### src/rtl/div_iterative.sv
// Multicycle signed restoring divider: one quotient bit per clock, fixed 32-cycle latency,
// single-cycle ready pulse with quotient, remainder and exception flag.

module sub #(
    parameter int WIDTH = 32
) (
    input  logic [WIDTH-1:0] minuend,
    input  logic [WIDTH-1:0] subtrahend,
    output logic [WIDTH-1:0] difference,
    output logic             borrow
);
    logic [WIDTH:0] full;

    assign full       = {1'b0, minuend} - {1'b0, subtrahend};
    assign difference = full[WIDTH-1:0];
    assign borrow     = full[WIDTH];
endmodule

module div_iterative #(
    parameter int WIDTH = 32
) (
    input  logic             clock,
    input  logic             reset,
    input  logic             ctrl_DIV,
    input  logic [WIDTH-1:0] data_operandA,
    input  logic [WIDTH-1:0] data_operandB,
    output logic [WIDTH-1:0] data_result,
    output logic [WIDTH-1:0] data_remainder,
    output logic             data_exception,
    output logic             data_resultRDY,
    output logic             busy
);
    localparam int CW = $clog2(WIDTH);
    localparam logic [CW-1:0] LAST = CW'(WIDTH - 1);
    localparam logic [WIDTH-1:0] MIN_NEG = {1'b1, {(WIDTH-1){1'b0}}};

    typedef enum logic [1:0] {IDLE, RUN, DONE} state_t;

    state_t           state;
    logic [CW-1:0]    count;
    logic [WIDTH-1:0] dividend;
    logic [WIDTH-1:0] divisor;
    logic [WIDTH-1:0] remainder;
    logic             sign_a;
    logic             sign_b;
    logic             div_zero;
    logic             overflow;

    logic signed [WIDTH-1:0] a_s;
    logic signed [WIDTH-1:0] b_s;
    logic [WIDTH-1:0]        rem_shift;
    logic [WIDTH-1:0]        trial;
    logic                    trial_borrow;
    logic [WIDTH-1:0]        rem_next;
    logic [WIDTH-1:0]        quo_next;

    // Magnitude of a two's-complement value; -2^(W-1) maps to its unsigned pattern.
    function automatic logic [WIDTH-1:0] abs_mag(input logic signed [WIDTH-1:0] v);
        return v[WIDTH-1] ? WIDTH'(-v) : WIDTH'(v);
    endfunction

    function automatic logic [WIDTH-1:0] cond_neg(input logic [WIDTH-1:0] v, input logic neg);
        return neg ? (~v + 1'b1) : v;
    endfunction

    assign a_s = data_operandA;
    assign b_s = data_operandB;

    // The dividend register doubles as the quotient: quotient bits shift in at the LSB.
    assign rem_shift = {remainder[WIDTH-2:0], dividend[WIDTH-1]};

    sub #(.WIDTH(WIDTH)) u_sub (
        .minuend    (rem_shift),
        .subtrahend (divisor),
        .difference (trial),
        .borrow     (trial_borrow)
    );

    assign rem_next = trial_borrow ? rem_shift : trial;
    assign quo_next = {dividend[WIDTH-2:0], ~trial_borrow};

    always_ff @(posedge clock) begin
        if (reset) begin
            state          <= IDLE;
            count          <= '0;
            data_result    <= '0;
            data_remainder <= '0;
            data_exception <= 1'b0;
            data_resultRDY <= 1'b0;
            busy           <= 1'b0;
        end else begin
            data_resultRDY <= 1'b0;
            if (ctrl_DIV) begin
                // A start in any state discards whatever was in flight.
                state     <= RUN;
                busy      <= 1'b1;
                count     <= '0;
                remainder <= '0;
                sign_a    <= a_s[WIDTH-1];
                sign_b    <= b_s[WIDTH-1];
                dividend  <= abs_mag(a_s);
                divisor   <= abs_mag(b_s);
                div_zero  <= (data_operandB == '0);
                overflow  <= (data_operandA == MIN_NEG) && (data_operandB == '1);
            end else begin
                case (state)
                    RUN: begin
                        remainder <= rem_next;
                        dividend  <= quo_next;
                        count     <= count + 1'b1;
                        if (count == LAST) begin
                            state          <= DONE;
                            busy           <= 1'b0;
                            data_resultRDY <= 1'b1;
                            if (div_zero) begin
                                data_result    <= '0;
                                data_remainder <= '0;
                                data_exception <= 1'b1;
                            end else if (overflow) begin
                                data_result    <= MIN_NEG;
                                data_remainder <= '0;
                                data_exception <= 1'b1;
                            end else begin
                                data_result    <= cond_neg(quo_next, sign_a ^ sign_b);
                                data_remainder <= cond_neg(rem_next, sign_a);
                                data_exception <= 1'b0;
                            end
                        end
                    end
                    DONE:    state <= IDLE;
                    default: state <= IDLE;
                endcase
            end
        end
    end
endmodule

### config.mk
export PLATFORM = sky130hd
export DESIGN_NAME = div_iterative
export DESIGN_NICKNAME = d
export VERILOG_FILES = /design/src/rtl/div_iterative.sv
export SDC_FILE = /design/constraint.sdc
export NUM_CORES = 1
export LEC_CHECK = 0
export CORE_UTILIZATION = 40
export CTS_BUF_LIST = sky130_fd_sc_hd__clkbuf_4
export CTS_CLUSTER_SIZE = 30
export DETAILED_ROUTE_END_ITERATION = 6
export GPL_TIMING_DRIVEN = 1
export HOLD_SLACK_MARGIN = 0.12
export PLACE_DENSITY_LB_ADDON = 0.08
export SLEW_MARGIN = 20
export SYNTH_ARGS = -nofsm -noshare
export SYNTH_HDL_FRONTEND = slang
export SYNTH_SLANG_ARGS = --single-unit
export TNS_END_PERCENT = 100
### constraint.sdc
create_clock -name clock -period 8.4 [get_ports clock]
set_input_delay 1.68 -clock clock [delete_from_list [all_inputs] [get_ports clock]]
set_output_delay 1.68 -clock clock [all_outputs]
set_load 0.03 [all_outputs]
# --- After elaboration in Yosys (flattened, before gate mapping) ---
# Index checks and enable logic that the tools add are counted.
op_classes:
  addsub: 6
  n_mul: 0
  div: 0
  n_lt_le_gt_ge: 0
  n_eq_ne: 5
  shift: 0
  n_mux: 21
  n_bitwise: 7
  n_reduce_logical: 10
op_table:
  columns: ["op", "count"]
  rows:
  - ["two-way mux 32 bit", 10]
  - ["adder 32 x 1 -> 32 bit, second input constant", 2]
  - ["equality test 32 bit, second input constant", 2]
  - ["negation 32 bit", 2]
  - ["inverter 32 bit", 2]
  - ["two-way mux 31 bit", 2]
  - ["subtractor 32 x 32 -> 33 bit", 1]
  - ["logical NOT 32 bit", 1]
  - ["two-way mux 1 bit", 9]
  - ["AND reduction 2 bit", 3]
  - ["adder 5 x 1 -> 5 bit, second input constant", 1]
  - ["equality test 5 bit, second input constant", 1]
  - ["inverter 1 bit", 4]
  - ["nonzero test 2 bit", 2]
  - ["!= test 3 bit, second input constant", 1]
  - ["AND reduction 3 bit", 1]
  - ["OR reduction 3 bit", 1]
  - ["equality test 2 x 1 -> 1 bit, second input constant", 1]
  - ["OR reduction 2 bit", 1]
  - ["logical AND 1 bit", 1]
  - ["bitwise XOR 1 bit", 1]
totals:
  register_bits: 173
  latchBits: 0
  ram_bits: 0
  romBits: 0
  out_inout_bits: 67
  word_cells: 65
  mem_count: 0

# --- Logic depth before layout (Yosys ltp) ---
# Gate-level depths: netlist of the first run.
logic_depth:
  depth_word: 7
  mapped_depth: 22

# --- Hierarchy ---
# A second synthesis of the first run with hierarchy kept.
hier_totals:
  cells_unflattened: 1232
  hier_area_um2: 11095.6
by_module_without_submodules:
  columns: ["mod", "n_inst", "cells_each", "area_each_um2", "seq_area_each_um2"]
  rows:
  - ["div_iterative", 1, 956, 9205.1, 4454.3]
  - ["sub", 1, 276, 1890.6, 0.0]

# --- Least setup slack after synthesis of the first run ---
# OpenSTA, ideal clock, no wires.
synth_path:
  path_type: "input to register"
  startpoint: "in reset"
  endpoint: "reg dividend[0], enable pin"
  setup_ns: 0.484
  t_arrival_ns: 4.711
  required_ns: 7.916
  slack_ns: 3.204
  stages: 3
  path_buffers: 2
  cell_sequence: "clkbuf_1 -> clkbuf_1 -> nor2_1"
synth_via:
  elab_chain_cells: 2
synth_rtl:
  columns: ["element", "line", "text"]
  rows:
  - ["from (decl)", "23", "input logic reset,"]
  - ["inverter 1 bit (no source line)", null, null]
  - ["AND reduction 2 bit (no source line)", null, null]
  - ["to (signal assigned)", "101", "dividend <= abs_mag(a_s);"]
  - ["to (signal assigned)", "109", "dividend <= quo_next;"]
  - ["to (decl)", "41", "logic [WIDTH-1:0] dividend;"]
# No other way between the ends.
# A chain may end at the register's enable or synchronous reset.

# --- Final worst setup path of the first run ---
layout_path:
  startpoint: "reg remainder[22]"
  endpoint: "reg data_result[28]"
layout_via:
  elab_chain_cells: 7
layout_rtl:
  columns: ["element", "line", "text"]
  rows:
  - ["from (decl)", "43", "logic [WIDTH-1:0] remainder;"]
  - ["from (signal assigned)", "108", "remainder <= rem_next;"]
  - ["subtractor 32 x 32 -> 33 bit", "14", "assign full = {1'b0, minuend} - {1'b0, subtrahend};"]
  - ["inverter 1 bit", "80", "assign quo_next = {dividend[WIDTH-2:0], ~trial_borrow};"]
  - ["inverter 32 bit", "63", "return neg ? (~v + 1'b1) : v;"]
  - ["adder 32 x 1 -> 32 bit", "63", null]
  - ["two-way mux 32 bit", "63", null]
  - ["two-way mux 32 bit", "119", "end else if (overflow) begin"]
  - ["two-way mux 32 bit", "115", "if (div_zero) begin"]
  - ["to (signal assigned)", "124", "data_result <= cond_neg(quo_next, sign_a ^ sign_b);"]
  - ["to (decl)", "27", "output logic [WIDTH-1:0] data_result,"]
# No other way between the ends.

==> results.json, run 1 <==
{
  "track_usage": 0.221,
  "cp_common_cell": "nand2b_1",
  "finalNonFillerCells": 1798,
  "viasPerCell": 5.49,
  "cp_slowest_cell": "or4_1",
  "grt_pass1_vias": 9335,
  "tns_ns": 0,
  "grt_pass1_wl_mm": 50.3,
  "drt_iter0_drc": 677,
  "switchingPower_uw": 822,
  "clock-sinks": 173,
  "worstHoldPathType": "reg2reg",
  "p_leak_uw": 0.00485,
  "rsz0062_at_grt": "false",
  "path_class": "reg2reg",
  "switching_share": 0.377,
  "syn2layout_area_growth_pct": 16.8,
  "cp.required_ns": 8.86,
  "final-setup-viol-count": 0,
  "critical-path-top-delay-family": "simple AND/OR/NAND/NOR gates",
  "crit_chain": "ha_1, a21oi_1, o21ai_1, a2111o_1, a311oi_2, nand2_2, buf_4, inv_2, ha_1, nand2b_1, or4_1, nand2b_1, nand2b_1, nor2_1, a21oi_1, xnor2_1, o21ai_0",
  "syn_area_per_cell_sq_um": 8.85,
  "path_clk_slew_ns": 0.17,
  "power_density_nw_per_um2": 162,
  "cts_resized": 0,
  "cts_max_level": 4,
  "synth-seq-cells": 173,
  "drtPass1Iterations": 5,
  "numCtsBuffers": 17,
  "grt_overflow": 0,
  "yosysUniqueCellTypes": 89,
  "num_rows": 61,
  "p_total_uw": 2180,
  "p_int_uw": 1360,
  "pwr-share-clk": 0.226,
  "start_util": 0.411,
  "power.share.sequential": 0.452,
  "cts_hold_buf": 0,
  "io_pins": 134,
  "die_y_um": 172,
  "worst_pin_slew_ns": 0.921,
  "fin_util": 0.480,
  "finalHoldViolCount": 0,
  "status": "completed",
  "fp.dieW_um": 172,
  "n_fill_cell": 2853,
  "ant_nets": 0,
  "finalMaxSlewViolations": 0,
  "relSlewSlack": 0.386,
  "cp-start-kind": "flop",
  "cts_tree": "done",
  "async_flop_share": 0,
  "syn_inst": 1303,
  "period_share": 0.607,
  "max_freq_mhz": 196,
  "layout-drive-gt1-share": 0.0698,
  "syn-cell-area_sq_um": 11500,
  "yosysSeqAreaShare": 0.386,
  "clk_latency_ns": 0.60,
  "core_area_sq_um": 28100,
  "hpwl_mm": 24.1,
  "slowest_delay_ns": 0.50,
  "wl_per_cell_um": 17.7,
  "root_buffer": "clkbuf_4",
  "endpoint_kind": "flop",
  "wirelength_mm": 31.8,
  "yosysWarnings": 0,
  "maxCapViolCount": 0,
  "crit_arrival_ns": 5.56,
  "combPwrFrac": 0.323,
  "grt_max_degree": 84,
  "worst-path-buf-inv": 2,
  "vias": 9864,
  "nNetsFinal": 1513,
  "clockBufferDepth": 2,
  "place_inst": 1764,
  "antenna_found_initial": 2,
  "dieArea_sq_um": 29500,
  "layout_commonest_cell": "nand2_1",
  "drc": 0,
  "post-cts-setup-buffers": 0,
  "place.gp.congestion": 0.891,
  "ir_drop_v": 0.0000982,
  "skew_ns": 0.0369,
  "mostFrequentLayoutCells": "nand2_1, clkdlybuf4s50_1, nor2_1, edfxtp_1, o21ai_0",
  "syn_nets": 1410,
  "synthFlopType": "edfxtp_1",
  "critPathMaxFanout": 23,
  "portBuffers": 133,
  "synth_edf_count": 99,
  "post-route-min-period_ns": 5.10
}
## worst min-delay path, cell delays in order, from the launching register on
cell     delay, ns
dfxtp_1       0.34
nand2_1       0.05
o21ai_1       0.05
## state kept, by name (all words and copies together), names as in the netlist
signal          cells
sign_a              1
sign_b              1
data_remainder     32
busy                1
data_exception      1
divisor            32
data_result        32
remainder          31
data_resultRDY      1
count               5
overflow            1
dividend           32
state               2
div_zero            1
## per-layer routing
metal | up-vias | track usage | wire length, um
met3 | 36 | 0.0341 | 1200
met2 | 228 | 0.365 | 14900
met1 | 4653 | 0.299 | 15000
met5 | - | 0 | 13
met4 | 2 | 0.0623 | 701
li1 | 4945 | - | -
## path summary, 6_finish.rpt
kind / from / endpoint / slack [ns] / cells after the start
worst max register to register: remainder[22] / data_result[28] / 3.30 / 17
worst min register to register: data_remainder[11] / data_remainder[11] / 0.45 / 2
worst max-delay path: remainder[22] / data_result[28] / 3.30 / 17
worst min-delay path: data_remainder[11] / data_remainder[11] / 0.45 / 2
## through the flow
step / instance area [sq um] / setup WS, ns / hold WS [ns]
after CTS: 13400 / 3.30 / 0.457
after detailed placement: 13200 / 3.29 / 0.438
after global placement: 13200 / 3.34 / 0.434
after floorplan: 11500 / 3.20 / 0.489
after global routing: 13500 / 2.86 / 0.480
final: 13500 / 3.30 / 0.455
## power by group through the flow
stage / combinational [uW] / clock, uW / sequential [uW]
floorplan: 520 / 0 / 991
global placement: 694 / 0 / 1000
detailed placement: 698 / 0 / 1000
CTS: 702 / 507 / 984
global route: 781 / 542 / 989
finish: 703 / 492 / 984
## cell families (layout without fill, tap and decap cells)
logic type,after synthesis,count (layout),share of synthesized area
other,0,1,0
AOI/OAI and AO/OA,361,361,0.211
and+or+nand+nor,447,447,0.187
xor gates and xnor gates,140,140,0.106
DFF,173,173,0.386
buffers and inverters,117,233,0.0429
adders and majority gates,40,40,0.0441
muxes,25,25,0.0222
## area by class of cell
cell class                 count  area, sq um  share of cell area
clock buffer                  18          135              0.0100
inverter                      58          218              0.0162
multi-input combinational   1013         6620               0.491
tap                          378          473              0.0351
sequential                   173         4450               0.331
antenna                        1         2.50            0.000186
clock inverter                14          149              0.0111
timing repair buffer         143         1420               0.106
## cell usage after synthesis (all sizes together), types with 3 or more instances
library cell,number,area share
nor4,21,0.013
edfxtp,99,0.26
o21a,6,0.0039
nand2,149,0.049
inv,58,0.019
mux2i,20,0.017
or2,7,0.0038
nand3,19,0.0082
and2,6,0.0033
a31oi,3,0.0016
or3b,3,0.0023
o31a,7,0.0061
nand2b,13,0.0071
a211oi,6,0.0043
nor2,129,0.043
ha,39,0.042
o21ai,133,0.059
nor3,34,0.015
o211a,4,0.0035
clkbuf,45,0.015
a311oi,4,0.0036
o2111ai,3,0.0028
nand3b,3,0.0020
xnor2,74,0.056
o21bai,4,0.0026
or4,11,0.0081
mux2,5,0.0049
nand4,16,0.010
buf,14,0.0092
o22ai,4,0.0022
a21oi,94,0.042
o41ai,23,0.023
dfxtp,74,0.13
or3,17,0.010
and3,3,0.0016
o31ai,33,0.027
a21o,6,0.0039
xor2,66,0.050
o211ai,4,0.0026
a22oi,5,0.0033
nor2b,9,0.0049
Power figures use the tool's default switching activity.
==> inputs of run 2 (changes only) <==
- clock period: 8.4 -> 4.49 ns (I/O delays scaled with it)
==> run 2 against run 1 <==
  * Combinational power up 95%
  * Via count grew 0.66%
  * Core utilization rose by 0.88 points
  * Largest power group unchanged
==> results.json, run 2 (same netlist as run 1, synthesis figures left out) <==
{
  "num_rows": 61,
  "fin_util": 0.488,
  "grt_pass1_wl_mm": 50.8,
  "place_inst": 1797,
  "layout_commonest_cell": "nand2_1",
  "path_clk_slew_ns": 0.16,
  "power.share.sequential": 0.446,
  "path_class": "reg2reg",
  "post-route-min-period_ns": 4.23,
  "p_leak_uw": 0.00497,
  "place.gp.congestion": 0.933,
  "wirelength_mm": 32.3,
  "n_fill_cell": 2774,
  "endpoint_kind": "flop",
  "worst-r2r-cell-count": 15,
  "switching_share": 0.377,
  "track_usage": 0.223,
  "mostFrequentLayoutCells": "nand2_1, clkdlybuf4s50_1, nor2_1, edfxtp_1, o21ai_0",
  "status": "completed",
  "dieArea_sq_um": 29500,
  "clock-sinks": 173,
  "vias": 9929,
  "portBuffers": 133,
  "drc": 0,
  "combPwrFrac": 0.332,
  "maxCapViolCount": 0,
  "cp.required_ns": 4.95,
  "hold_start": "data_remainder[13]",
  "holdPathStages": 2,
  "max_freq_mhz": 236,
  "worstReg2RegEnd": "data_remainder[28]",
  "cp-start-kind": "flop",
  "relSlewSlack": 0.468,
  "die_y_um": 172,
  "cts_hold_buf": 0,
  "p_total_uw": 4120,
  "finalHoldViolCount": 0,
  "grt_overflow": 0,
  "cts_max_level": 4,
  "drt_iter0_drc": 620,
  "syn2layout_area_growth_pct": 19.0,
  "antenna_found_initial": 1,
  "finalNonFillerCells": 1830,
  "ant_nets": 0,
  "crit_arrival_ns": 4.69,
  "root_buffer": "clkbuf_4",
  "critPathMaxFanout": 7,
  "final-setup-viol-count": 0,
  "pwr-share-clk": 0.222,
  "layout-drive-gt1-share": 0.0917,
  "fp.dieW_um": 172,
  "post-cts-setup-buffers": 0,
  "grt_pass1_vias": 9493,
  "grt_max_degree": 60,
  "rrSetupSlack_ns": 0.26,
  "wl_per_cell_um": 17.6,
  "rr_startpoint": "remainder[27]",
  "io_pins": 134,
  "clk_latency_ns": 0.59,
  "period_share": 0.942,
  "whs_endpoint": "data_remainder[13]",
  "clockBufferDepth": 2,
  "hpwl_mm": 24.8,
  "switchingPower_uw": 1550,
  "drtPass1Iterations": 4,
  "viasPerCell": 5.43,
  "numCtsBuffers": 17,
  "skew_ns": 0.0399,
  "core_area_sq_um": 28100,
  "worst_pin_slew_ns": 0.797,
  "worstHoldPathType": "reg2reg",
  "ir_drop_v": 0.000207,
  "power_density_nw_per_um2": 300,
  "nNetsFinal": 1545,
  "finalMaxSlewViolations": 0,
  "p_int_uw": 2570,
  "start_util": 0.411,
  "cts_tree": "done"
}
==> run 2: cell count changes in the layout (fill, tap and decap cells not counted), sizes merged <==
cell / change
clkinvlp: +1
buf: +32
clkinv: +1
clkbuf: -1
inv: -1
==> run 2: per-stage QoR <==
stage | hold WS [ns] | TNS, ns | setup WS (ns) | cell area [sq um]
after floorplan | 0.489 | 0 | 0.0765 | 11500
after detailed placement | 0.441 | 0 | 0.107 | 13400
after global routing | 0.476 | -0.0289 | -0.0241 | 13700
after CTS | 0.461 | 0 | 0.0768 | 13700
final | 0.456 | 0 | 0.260 | 13700
after global placement | 0.435 | 0 | 0.249 | 13400
==> run 2: final cells by class <==
type | instances | area, sq um | share of cell area
clock buffers | 17 | 128 | 0.00930
flip-flops and latches | 173 | 4450 | 0.325
inverters | 58 | 218 | 0.0159
clock inverters | 15 | 154 | 0.0112
diodes | 1 | 2.50 | 0.000182
well taps | 378 | 473 | 0.0345
multi-input cells | 1013 | 6650 | 0.485
repair buffers | 175 | 1640 | 0.120
==> run 2: worst max-delay path by stage <==
stage | start | end | slack, ns
2_1_floorplan | reset | dividend[0] | 0.08
3_3_place_gp | data_operandB[6] | divisor[30] | 0.25
3_5_place_dp | remainder[22] | data_remainder[28] | 0.11
4_1_cts | remainder[22] | data_remainder[28] | 0.08
5_1_grt | remainder[27] | data_remainder[30] | -0.02
6_report | remainder[27] | data_remainder[28] | 0.26
==> run 2: layer usage <==
metal | share of wire | global-route usage | vias up
met3 | 0.036 | 0.0384 | 26
met2 | 0.47 | 0.370 | 182
met1 | 0.47 | 0.300 | 4708
met5 | 0 | 0 | -
li1 | - | - | 5013
met4 | 0.019 | 0.0569 | 0
==> run 2: power by group through the flow <==
stage	clock (uW)	sequential (uW)	combinational, uW
2_1_floorplan	0	1850	973
3_3_place_gp	0	1870	1350
3_5_place_dp	0	1870	1350
4_1_cts	938	1840	1360
5_1_grt	998	1850	1520
6_report	913	1840	1370
==> run 2: repair_timing <==
item	CTS	global route
gates resized for setup	0	7
setup endpoints to repair	0	12
hold endpoints to repair	0	0
==> run 2: worst max-delay path, stage by stage (launching register included) <==
cell       delay [ns]
edfxtp_1         0.46
ha_1             0.41
nand2_1          0.15
nor4_1           0.71
o2111ai_4        0.30
nand2_4          0.20
nand2_1          0.07
o21ai_1          0.15
ha_1             0.26
nand3_1          0.12
or4_4            0.45
o41ai_4          0.12
nand4_4          0.20
o41ai_2          0.27
xor2_1           0.17
o21ai_1          0.06
